===== config.mk =====
export PLATFORM = sky130hd
export DESIGN_NAME = mem_writeback_stage_flat
export DESIGN_NICKNAME = d
export VERILOG_FILES = /design/src/rtl/mem_writeback_stage_if.sv /design/src/rtl/mem_writeback_stage.sv /design/src/flat_wrapper.sv
export SDC_FILE = /design/constraint.sdc
export NUM_CORES = 2
export LEC_CHECK = 0
export CORE_MARGIN = 3
export CORE_UTILIZATION = 36
export DETAILED_ROUTE_END_ITERATION = 7
export MAX_ROUTING_LAYER = met4
export PLACE_DENSITY = 0.54
export SYNTH_ARGS = -nofsm -noshare
export SYNTH_HDL_FRONTEND = slang
export SYNTH_SLANG_ARGS = --single-unit

===== constraint.sdc =====
create_clock -name clk -period 3 [get_ports clk]
set_input_delay 0.3 -clock clk [delete_from_list [all_inputs] [get_ports clk]]
set_output_delay 0.3 -clock clk [all_outputs]
set_load 0.01 [all_outputs]

===== src/rtl/mem_writeback_stage_if.sv =====
// mem_writeback_stage_if
// Bundles the M-stage instruction fields entering the memory/writeback stage
// and the registered W-stage register-file write ports leaving it.
//   M side : RD1M, ALUResultM, WA3M, WA4M, RegWriteAM, RegWriteBM, MemtoRegM,
//            MemWriteM, ValidM, plus the W-stage controls StallW and FlushW
//   W side : WD3W/WA3W/RegWriteAW (write port A), WD4W/WA4W/RegWriteBW
//            (write port B), RetiredW (retired-instruction count)
// master = the upstream pipeline / register file side, slave = the stage.
interface mem_writeback_stage_if;
  logic [7:0] RD1M;
  logic [7:0] ALUResultM;
  logic [2:0] WA3M;
  logic [2:0] WA4M;
  logic       RegWriteAM;
  logic       RegWriteBM;
  logic       MemtoRegM;
  logic       MemWriteM;
  logic       ValidM;
  logic       StallW;
  logic       FlushW;

  logic [7:0] WD3W;
  logic [2:0] WA3W;
  logic       RegWriteAW;
  logic [7:0] WD4W;
  logic [2:0] WA4W;
  logic       RegWriteBW;
  logic [7:0] RetiredW;

  modport master (
    output RD1M, ALUResultM, WA3M, WA4M, RegWriteAM, RegWriteBM, MemtoRegM,
           MemWriteM, ValidM, StallW, FlushW,
    input  WD3W, WA3W, RegWriteAW, WD4W, WA4W, RegWriteBW, RetiredW
  );

  modport slave (
    input  RD1M, ALUResultM, WA3M, WA4M, RegWriteAM, RegWriteBM, MemtoRegM,
           MemWriteM, ValidM, StallW, FlushW,
    output WD3W, WA3W, RegWriteAW, WD4W, WA4W, RegWriteBW, RetiredW
  );
endinterface


===== src/rtl/mem_writeback_stage.sv =====
// mem_writeback_stage
// Memory-access and writeback end of the pipeline. Performs the data-memory
// read/write for the instruction in M and registers its results into W, where
// they drive the two register-file write ports. Also counts retired
// instructions.
// Ports:
//   clk   : pipeline clock, rising edge
//   reset : asynchronous, active-high; clears all W registers and the counter
//   bus   : mem_writeback_stage_if.slave (M-stage inputs, W-stage outputs)
// Parameter:
//   DEPTH : number of 8-bit data-memory words, addressed by the low
//           log2(DEPTH) bits of ALUResultM
module mem_writeback_stage #(
  parameter int DEPTH = 256
) (
  input  logic                  clk,
  input  logic                  reset,
  mem_writeback_stage_if.slave  bus
);
  localparam int AW = (DEPTH > 1) ? $clog2(DEPTH) : 1;

  // The load result is needed in the same M cycle, so the memory is read
  // asynchronously (distributed RAM) rather than through a registered port.
  logic [7:0]    mem [DEPTH];
  logic [AW-1:0] mem_addr;
  logic [7:0]    read_data;

  logic          advance;
  logic          store_en;
  logic          b_enable;
  logic [7:0]    a_data;

  logic [7:0]    wd3_reg;
  logic [2:0]    wa3_reg;
  logic          rwa_reg;
  logic [7:0]    wd4_reg;
  logic [2:0]    wa4_reg;
  logic          rwb_reg;
  logic [7:0]    retired_reg;

  assign mem_addr  = bus.ALUResultM[AW-1:0];
  assign read_data = mem[mem_addr];

  // Flush overrides stall; only an unstalled, unflushed slot moves into W.
  assign advance   = ~bus.StallW & ~bus.FlushW;

  // Reset is included so no store can slip through while reset is held.
  assign store_en  = bus.MemWriteM & bus.ValidM & advance & ~reset;

  assign a_data    = bus.MemtoRegM ? read_data : bus.ALUResultM;

  // Both ports targeting the same register: port A takes it, port B drops.
  assign b_enable  = bus.RegWriteBM &
                     ~(bus.RegWriteAM & (bus.WA3M == bus.WA4M));

  // Data memory: contents are deliberately not reset.
  always_ff @(posedge clk) begin
    if (store_en) begin
      mem[mem_addr] <= bus.RD1M;
    end
  end

  // W-stage pipeline register and retired counter.
  always_ff @(posedge clk or posedge reset) begin
    if (reset) begin
      wd3_reg     <= 8'd0;
      wa3_reg     <= 3'd0;
      rwa_reg     <= 1'b0;
      wd4_reg     <= 8'd0;
      wa4_reg     <= 3'd0;
      rwb_reg     <= 1'b0;
      retired_reg <= 8'd0;
    end else if (bus.FlushW) begin
      // Data/address contents are don't-care on flush; loading the M values
      // keeps the datapath enables simple. Only the write enables matter.
      wd3_reg <= a_data;
      wa3_reg <= bus.WA3M;
      rwa_reg <= 1'b0;
      wd4_reg <= bus.RD1M;
      wa4_reg <= bus.WA4M;
      rwb_reg <= 1'b0;
    end else if (advance) begin
      wd3_reg <= a_data;
      wa3_reg <= bus.WA3M;
      rwa_reg <= bus.ValidM & bus.RegWriteAM;
      wd4_reg <= bus.RD1M;
      wa4_reg <= bus.WA4M;
      rwb_reg <= bus.ValidM & b_enable;
      if (bus.ValidM) begin
        retired_reg <= retired_reg + 8'd1;
      end
    end
  end

  assign bus.WD3W       = wd3_reg;
  assign bus.WA3W       = wa3_reg;
  assign bus.RegWriteAW = rwa_reg;
  assign bus.WD4W       = wd4_reg;
  assign bus.WA4W       = wa4_reg;
  assign bus.RegWriteBW = rwb_reg;
  assign bus.RetiredW   = retired_reg;
endmodule


===== src/flat_wrapper.sv =====
// flat-port wrapper written by rule: the top's interface ports become plain ports
module mem_writeback_stage_flat 
#(
  parameter int DEPTH = 256
)
  (clk, reset, bus_RD1M, bus_ALUResultM, bus_WA3M, bus_WA4M, bus_RegWriteAM, bus_RegWriteBM, bus_MemtoRegM, bus_MemWriteM, bus_ValidM, bus_StallW, bus_FlushW, bus_WD3W, bus_WA3W, bus_RegWriteAW, bus_WD4W, bus_WA4W, bus_RegWriteBW, bus_RetiredW);
  mem_writeback_stage_if bus_i ();
  input  logic clk;
  input  logic reset;
  input wire logic [$bits(bus_i.RD1M)-1:0] bus_RD1M;
  input wire logic [$bits(bus_i.ALUResultM)-1:0] bus_ALUResultM;
  input wire logic [$bits(bus_i.WA3M)-1:0] bus_WA3M;
  input wire logic [$bits(bus_i.WA4M)-1:0] bus_WA4M;
  input wire logic [$bits(bus_i.RegWriteAM)-1:0] bus_RegWriteAM;
  input wire logic [$bits(bus_i.RegWriteBM)-1:0] bus_RegWriteBM;
  input wire logic [$bits(bus_i.MemtoRegM)-1:0] bus_MemtoRegM;
  input wire logic [$bits(bus_i.MemWriteM)-1:0] bus_MemWriteM;
  input wire logic [$bits(bus_i.ValidM)-1:0] bus_ValidM;
  input wire logic [$bits(bus_i.StallW)-1:0] bus_StallW;
  input wire logic [$bits(bus_i.FlushW)-1:0] bus_FlushW;
  output wire logic [$bits(bus_i.WD3W)-1:0] bus_WD3W;
  output wire logic [$bits(bus_i.WA3W)-1:0] bus_WA3W;
  output wire logic [$bits(bus_i.RegWriteAW)-1:0] bus_RegWriteAW;
  output wire logic [$bits(bus_i.WD4W)-1:0] bus_WD4W;
  output wire logic [$bits(bus_i.WA4W)-1:0] bus_WA4W;
  output wire logic [$bits(bus_i.RegWriteBW)-1:0] bus_RegWriteBW;
  output wire logic [$bits(bus_i.RetiredW)-1:0] bus_RetiredW;
  assign bus_i.RD1M = bus_RD1M;
  assign bus_i.ALUResultM = bus_ALUResultM;
  assign bus_i.WA3M = bus_WA3M;
  assign bus_i.WA4M = bus_WA4M;
  assign bus_i.RegWriteAM = bus_RegWriteAM;
  assign bus_i.RegWriteBM = bus_RegWriteBM;
  assign bus_i.MemtoRegM = bus_MemtoRegM;
  assign bus_i.MemWriteM = bus_MemWriteM;
  assign bus_i.ValidM = bus_ValidM;
  assign bus_i.StallW = bus_StallW;
  assign bus_i.FlushW = bus_FlushW;
  assign bus_WD3W = bus_i.WD3W;
  assign bus_WA3W = bus_i.WA3W;
  assign bus_RegWriteAW = bus_i.RegWriteAW;
  assign bus_WD4W = bus_i.WD4W;
  assign bus_WA4W = bus_i.WA4W;
  assign bus_RegWriteBW = bus_i.RegWriteBW;
  assign bus_RetiredW = bus_i.RetiredW;
  mem_writeback_stage #(.DEPTH(DEPTH)) u_core (.clk(clk), .reset(reset), .bus(bus_i));
endmodule

---- After elaboration in Yosys (flattened, before gate mapping) ----
Memory sizes are Yosys's and may differ from the RTL's.
Index checks and enable logic that the tools add are counted.
storage, ports and cells
  flip-flop bits (word level) ............. 32
  bits in latches ......................... 0
  RAM bits ................................ 2048
  ROM bits ................................ 0
  input port bits ......................... 31
  output and inout bits ................... 32
  word-level logic and storage cells ...... 39
  memories kept ........................... 1
cells by class
  add/sub/neg operators ................... 1
  multipliers ............................. 0
  div/mod/pow operators ................... 0
  magnitude comparators ................... 0
  equal/unequal tests ..................... 1
  shift operators ......................... 0
  multiplexer cells ....................... 15
  bitwise operators ....................... 12
  reduce and logical (&&, ||, !) cells .... 2
memory list
  memory      words  width  rd ports  clocked after memory_dff  wr ports  RTL line                   RTL
  u_core.mem  256    8      1         0                         1         mem_writeback_stage.sv:24  logic [7:0] mem [DEPTH];
operators by type and width
  operator                                      number
  2-to-1 mux 8 bit                              5
  2-to-1 mux 3 bit                              4
  adder 8 x 1 -> 8 bit (second input constant)  1
  AND 1 bit                                     8
  2-to-1 mux 1 bit                              6
  inverter 1 bit                                4
  equality test 3 bit                           1
  AND reduction 3 bit                           1
  nonzero test 2 bit                            1

---- Longest topological paths before layout ----
  word-level depth ........................ 7
  depth in mapped cells ................... 13
  mapped depth without buffers ............ 7

---- Worst setup path after synthesis ----
No wires, ideal clock.
  kind .................................... input to register
  from .................................... input reset
  to ...................................... memory u_core.mem[226][0] (enable)
  data arrival time ....................... 2.505 ns
  data required time ...................... 2.630 ns
  setup slack ............................. 0.125 ns
  stages on the path ...................... 6
  buffers on the path ..................... 1
  cells stage by stage .................... inv_1 > nand3_1 > nor3b_1 > nand3_1 > clkbuf_1 > nor2_1
on the way
  cells in the longest elaborated chain, start to end .. 4
ends and longest elaborated chain
  item                                    RTL line                   RTL
  start: declaration                      flat_wrapper.sv:9          input logic reset;
  inverter 1 bit                          mem_writeback_stage.sv:48  assign store_en = bus.MemWriteM & bus.ValidM & advance & ~reset;
  AND 1 bit                               mem_writeback_stage.sv:48
  2-to-1 mux 1 bit                        mem_writeback_stage.sv:58  if (store_en) begin
  2-to-1 mux 1 bit (not written as such)  mem_writeback_stage.sv:59  mem[mem_addr] <= bus.RD1M;
  end: declaration                        mem_writeback_stage.sv:24
No other way between the ends.

---- Worst setup path in the final report ----
  from .................................... memory u_core.mem[172][3]
  to ...................................... register u_core.wd3_reg[3] (netlist: u_core.bus.WD3W[3])
on the way
  cells in the longest elaborated chain, start to end .. 4
ends and longest elaborated chain
  item                    RTL line                   RTL
  memory (256 x 8 bit) *  n/a
  2-to-1 mux 8 bit *      mem_writeback_stage.sv:50  assign a_data = bus.MemtoRegM ? read_data : bus.ALUResultM;
  2-to-1 mux 8 bit        mem_writeback_stage.sv:82  end else if (advance) begin
  2-to-1 mux 8 bit *      mem_writeback_stage.sv:73  end else if (bus.FlushW) begin
  end signal: assignment  mem_writeback_stage.sv:76  wd3_reg <= a_data;
  end signal: assignment  mem_writeback_stage.sv:83  wd3_reg <= a_data;
  end: declaration        mem_writeback_stage.sv:33  logic [7:0] wd3_reg;
Mark *: on every way between the ends. The rest lies on a longest branch, timed or not. The select of a mux whose other input is x is not followed.
A chain may end at the register's enable or synchronous reset.

==> results_dict.tcl <==
set metrics [dict create \
    nNetsFinal 4706 \
    synth_seq_area_share_pct 76.2 \
    critical_path.n_buffers_inverters 1 \
    die_x_um 483 \
    hold_viol 0 \
    leakage_uw 0.0321 \
    syn_area_um2 81800 \
    powerDensity_nw_per_um2 631 \
    cts.reportedPaths.clkPinSlew_ns 0.06 \
    design.die.area_um2 233000 \
    critical_path.startpoint_type "flip-flop" \
    global_route_wire_length_before_repair_um 325000 \
    post_synth_inst_count 3894 \
    timing.hold.worst_path_depth 3 \
    routed_via_count 42447 \
    ir_drop_mv 0.578 \
    critical_path_class "flip-flop to flip-flop" \
    layout.core_utilization_pct 43.4 \
    core.rowCount 174 \
    required_ns 3.69 \
    synthTopCellsByCount "edfxtp_1 (2048), mux4_2 (405), nor2_1 (293)" \
    core_area_um2 225000 \
    area_delta_synth_final_pct 19.6 \
    grt_start_max_net_pins 137 \
    viasPerCell 5.40 \
    crit-reg2reg-launch "u_core.mem[172][3]" \
    drt_drc_violations_left 0 \
    grtUsageTotal_pct 20.1 \
    cts_sinks 2080 \
    drive_gt1_share_pct 30.9 \
    worst-path-max-fanout 1 \
    clock_tree.buffer_depth 3 \
    min-delay-start "bus_WA3M[0]" \
    worst_reg_to_reg_path_cell_count 8 \
    routed_wl_per_cell_um 29.0 \
    synthMostInstantiatedCell "edfxtp_1" \
    r2r_setup_slack_ns 0.18 \
    timing.critical_path.slowest_cell_delay_ns 0.52 \
    ys.warnings.count 0 \
    worst_clock_skew_ns 0.0517 \
    gr-total-overflow 0 \
    clock-root-buffer "clkbuf_16" \
    antenna_left 0 \
    tightestPinTransition_ns 0.944 \
    pre_cts_slack_ns -0.562 \
    grt_antenna_before_repair 6 \
    timing.final.max_slew_violations 0 \
    portBuffers 62 \
    synth_top_cells_by_area "edfxtp_1 (75%), mux4_2 (11%), mux4_1 (2.1%)" \
    worstReg2RegEnd "u_core.bus.WD3W[3]" \
    arrival_ns 3.51 \
    hp-class "input pin to flip-flop" \
    synth_seq_cells 2080 \
    min_period_ns 2.82 \
    wirelength_um 228000 \
    ios 63 \
    floorplan.die.height_um 483 \
    unrepaired_setup_endpoints_after_global_routing "false" \
    postSynthAreaPerCell_um2 21.0 \
    yosysUniqueCellTypes 76 \
    fillerInstances 19433 \
    achievable-frequency_ghz 0.354 \
    floorplan.initialDensity_pct 36.3 \
    gp_congestion 0.872 \
    end_kind "flip-flop" \
    setup_violations 0 \
    crit_path_leading_delay_family "compound AO/OA/AOI/OAI gates" \
    h_tree_depth 4 \
    synthesis.nets 3926 \
    drt_pass1_iterations 6 \
    worstSkewPairLatency_ns 0.85 \
    cts_made_buffers 214 \
    cp_cell_sequence "mux4_1 -> mux2_2 -> o22ai_1 -> buf_4 -> a221oi_1 -> a21o_1 -> o22ai_1 -> a41oi_1" \
    vias_in_the_first_global_route 42745 \
    timing.critical_path.slowest_stage_cell "o22ai_1" \
    post_synth_edffs 2048 \
    tritoncts_clock_tree "built" \
    synth_top_area_share_pct 75.2 \
    yosys_most_used_dff "edfxtp_1" \
    max-cap-violations 0 \
    yosys.area.top_type "edfxtp_1" \
    run_status "completed" \
    ys_async_sr_fraction_pct 1.54 \
    setup_ws_ns 0.178 \
    crit_path_frequent_cell "o22ai_1" \
    first_iter_violations 4925 \
    relSlewSlack_pct 37.1 \
    period_share_pct 94.1 \
    worst_hold_path.endpoint "u_core.bus.WA3W[0]" \
    detailed_place_hpwl_um 148000 \
]
[kinds of logic after synthesis]
| kind of cell | after synthesis | synth area share (%) |
|---|---|---|
| compound gates | 335 | 2.90 |
| xor+xnor | 10 | 0.107 |
| fa+ha+maj | 1 | 0.0153 |
| buf+inv | 240 | 2.39 |
| flops | 2080 | 76.2 |
| mux | 628 | 15.2 |
| simple gates | 600 | 3.15 |
[cell type report]
class,count,area (µm²),area share [%]
Antenna cell,3,7.51,0.00767
Clock buffer,272,5590,5.72
Clock inverter,129,1280,1.31
Inverter,4,20.0,0.0205
Multi-Input combinational cell,1574,17600,18.0
Sequential cell,2080,62300,63.7
Tap cell,2992,3740,3.83
Timing Repair Buffer,800,7290,7.45
[routing by layer]
metal  part of all wire (%)  wire length [µm]  GRT usage, %  vias up
met5                      0                 0             -        -
met4                    2.7              6180          5.36        0
met3                    7.6             17300          4.09      352
met2                     47            107000          30.4     1740
met1                     43             97600          27.8    22567
li1                       -                 -             -    17788
[cell usage in the layout (no fill, tap or decap), types with 32 or more instances in the layout]
cell	count
mux4_2	405
clkinv_1	46
a22oi_1	61
dfrtp_1	32
nor2_1	292
clkbuf_1	57
nand2_1	158
buf_4	641
edfxtp_1	2048
o22ai_1	39
mux4_1	66
o21ai_0	46
buf_12	85
clkdlybuf4s50_1	47
mux2i_1	136
a21oi_1	42
clkinv_2	34
clkbuf_16	215
[registers in the layout, indices dropped and copies added (netlist names)]
signal,count
u_core.bus.WA3W,3
u_core.bus.RegWriteBW,1
u_core.bus.WA4W,3
u_core.bus.WD4W,8
u_core.bus.WD3W,8
u_core.bus.RetiredW,8
u_core.mem,2048
u_core.bus.RegWriteAW,1
[how the worst max path moves through the flow]
stage,cells past startpoint,end,startpoint
floorplan,6,u_core.mem[226][0],reset
global placement,11,u_core.bus.WD3W[3],bus_ALUResultM[1]
detailed placement,11,u_core.bus.WD3W[3],bus_ALUResultM[1]
CTS,8,u_core.bus.WD3W[3],u_core.mem[40][3]
global route,8,u_core.bus.WD3W[3],u_core.mem[172][3]
finish,8,u_core.bus.WD3W[3],u_core.mem[172][3]
[power by group]
group | internal (µW) | total [µW] | switching [µW]
Sequential | 32000 | 32100 | 101
Combinational | 1450 | 3630 | 2190
Clock | 14600 | 26000 | 11400
Total | 48100 | 61700 | 13700
[metrics by stage]
step | TNS [ns] | hold slack [ns] | power, µW | area [µm²] | cells
after global routing | 0 | 0.0607 | 63600 | 97800 | 7854
after global placement | -2.91 | 0.449 | 36300 | 90800 | 7437
after CTS | 0 | 0.00956 | 62300 | 97800 | 7851
final | 0 | 0.0684 | 61700 | 97800 | 7854
after detailed placement | -2.54 | 0.454 | 36300 | 90800 | 7437
after floorplan | 0 | 0.399 | 34300 | 81800 | 3894
[worst register-to-register path, cell delays in order (launching register included)]
cell	delay (ns)
edfxtp_1	0.37
mux4_1	0.51
mux2_2	0.31
o22ai_1	0.30
buf_4	0.17
a221oi_1	0.06
a21o_1	0.24
o22ai_1	0.52
a41oi_1	0.20
[what timing repair did]
| action | in CTS | in global routing |
|---|---|---|
| endpoints found under the hold margin | 367 | 0 |
| resized for setup | 0 | 1 |
| setup endpoints to repair | 0 | 1 |
| setup buffers | 0 | 0 |
| hold buffers | 13 | 0 |
Note: power is estimated with default switching activity, not from simulation.
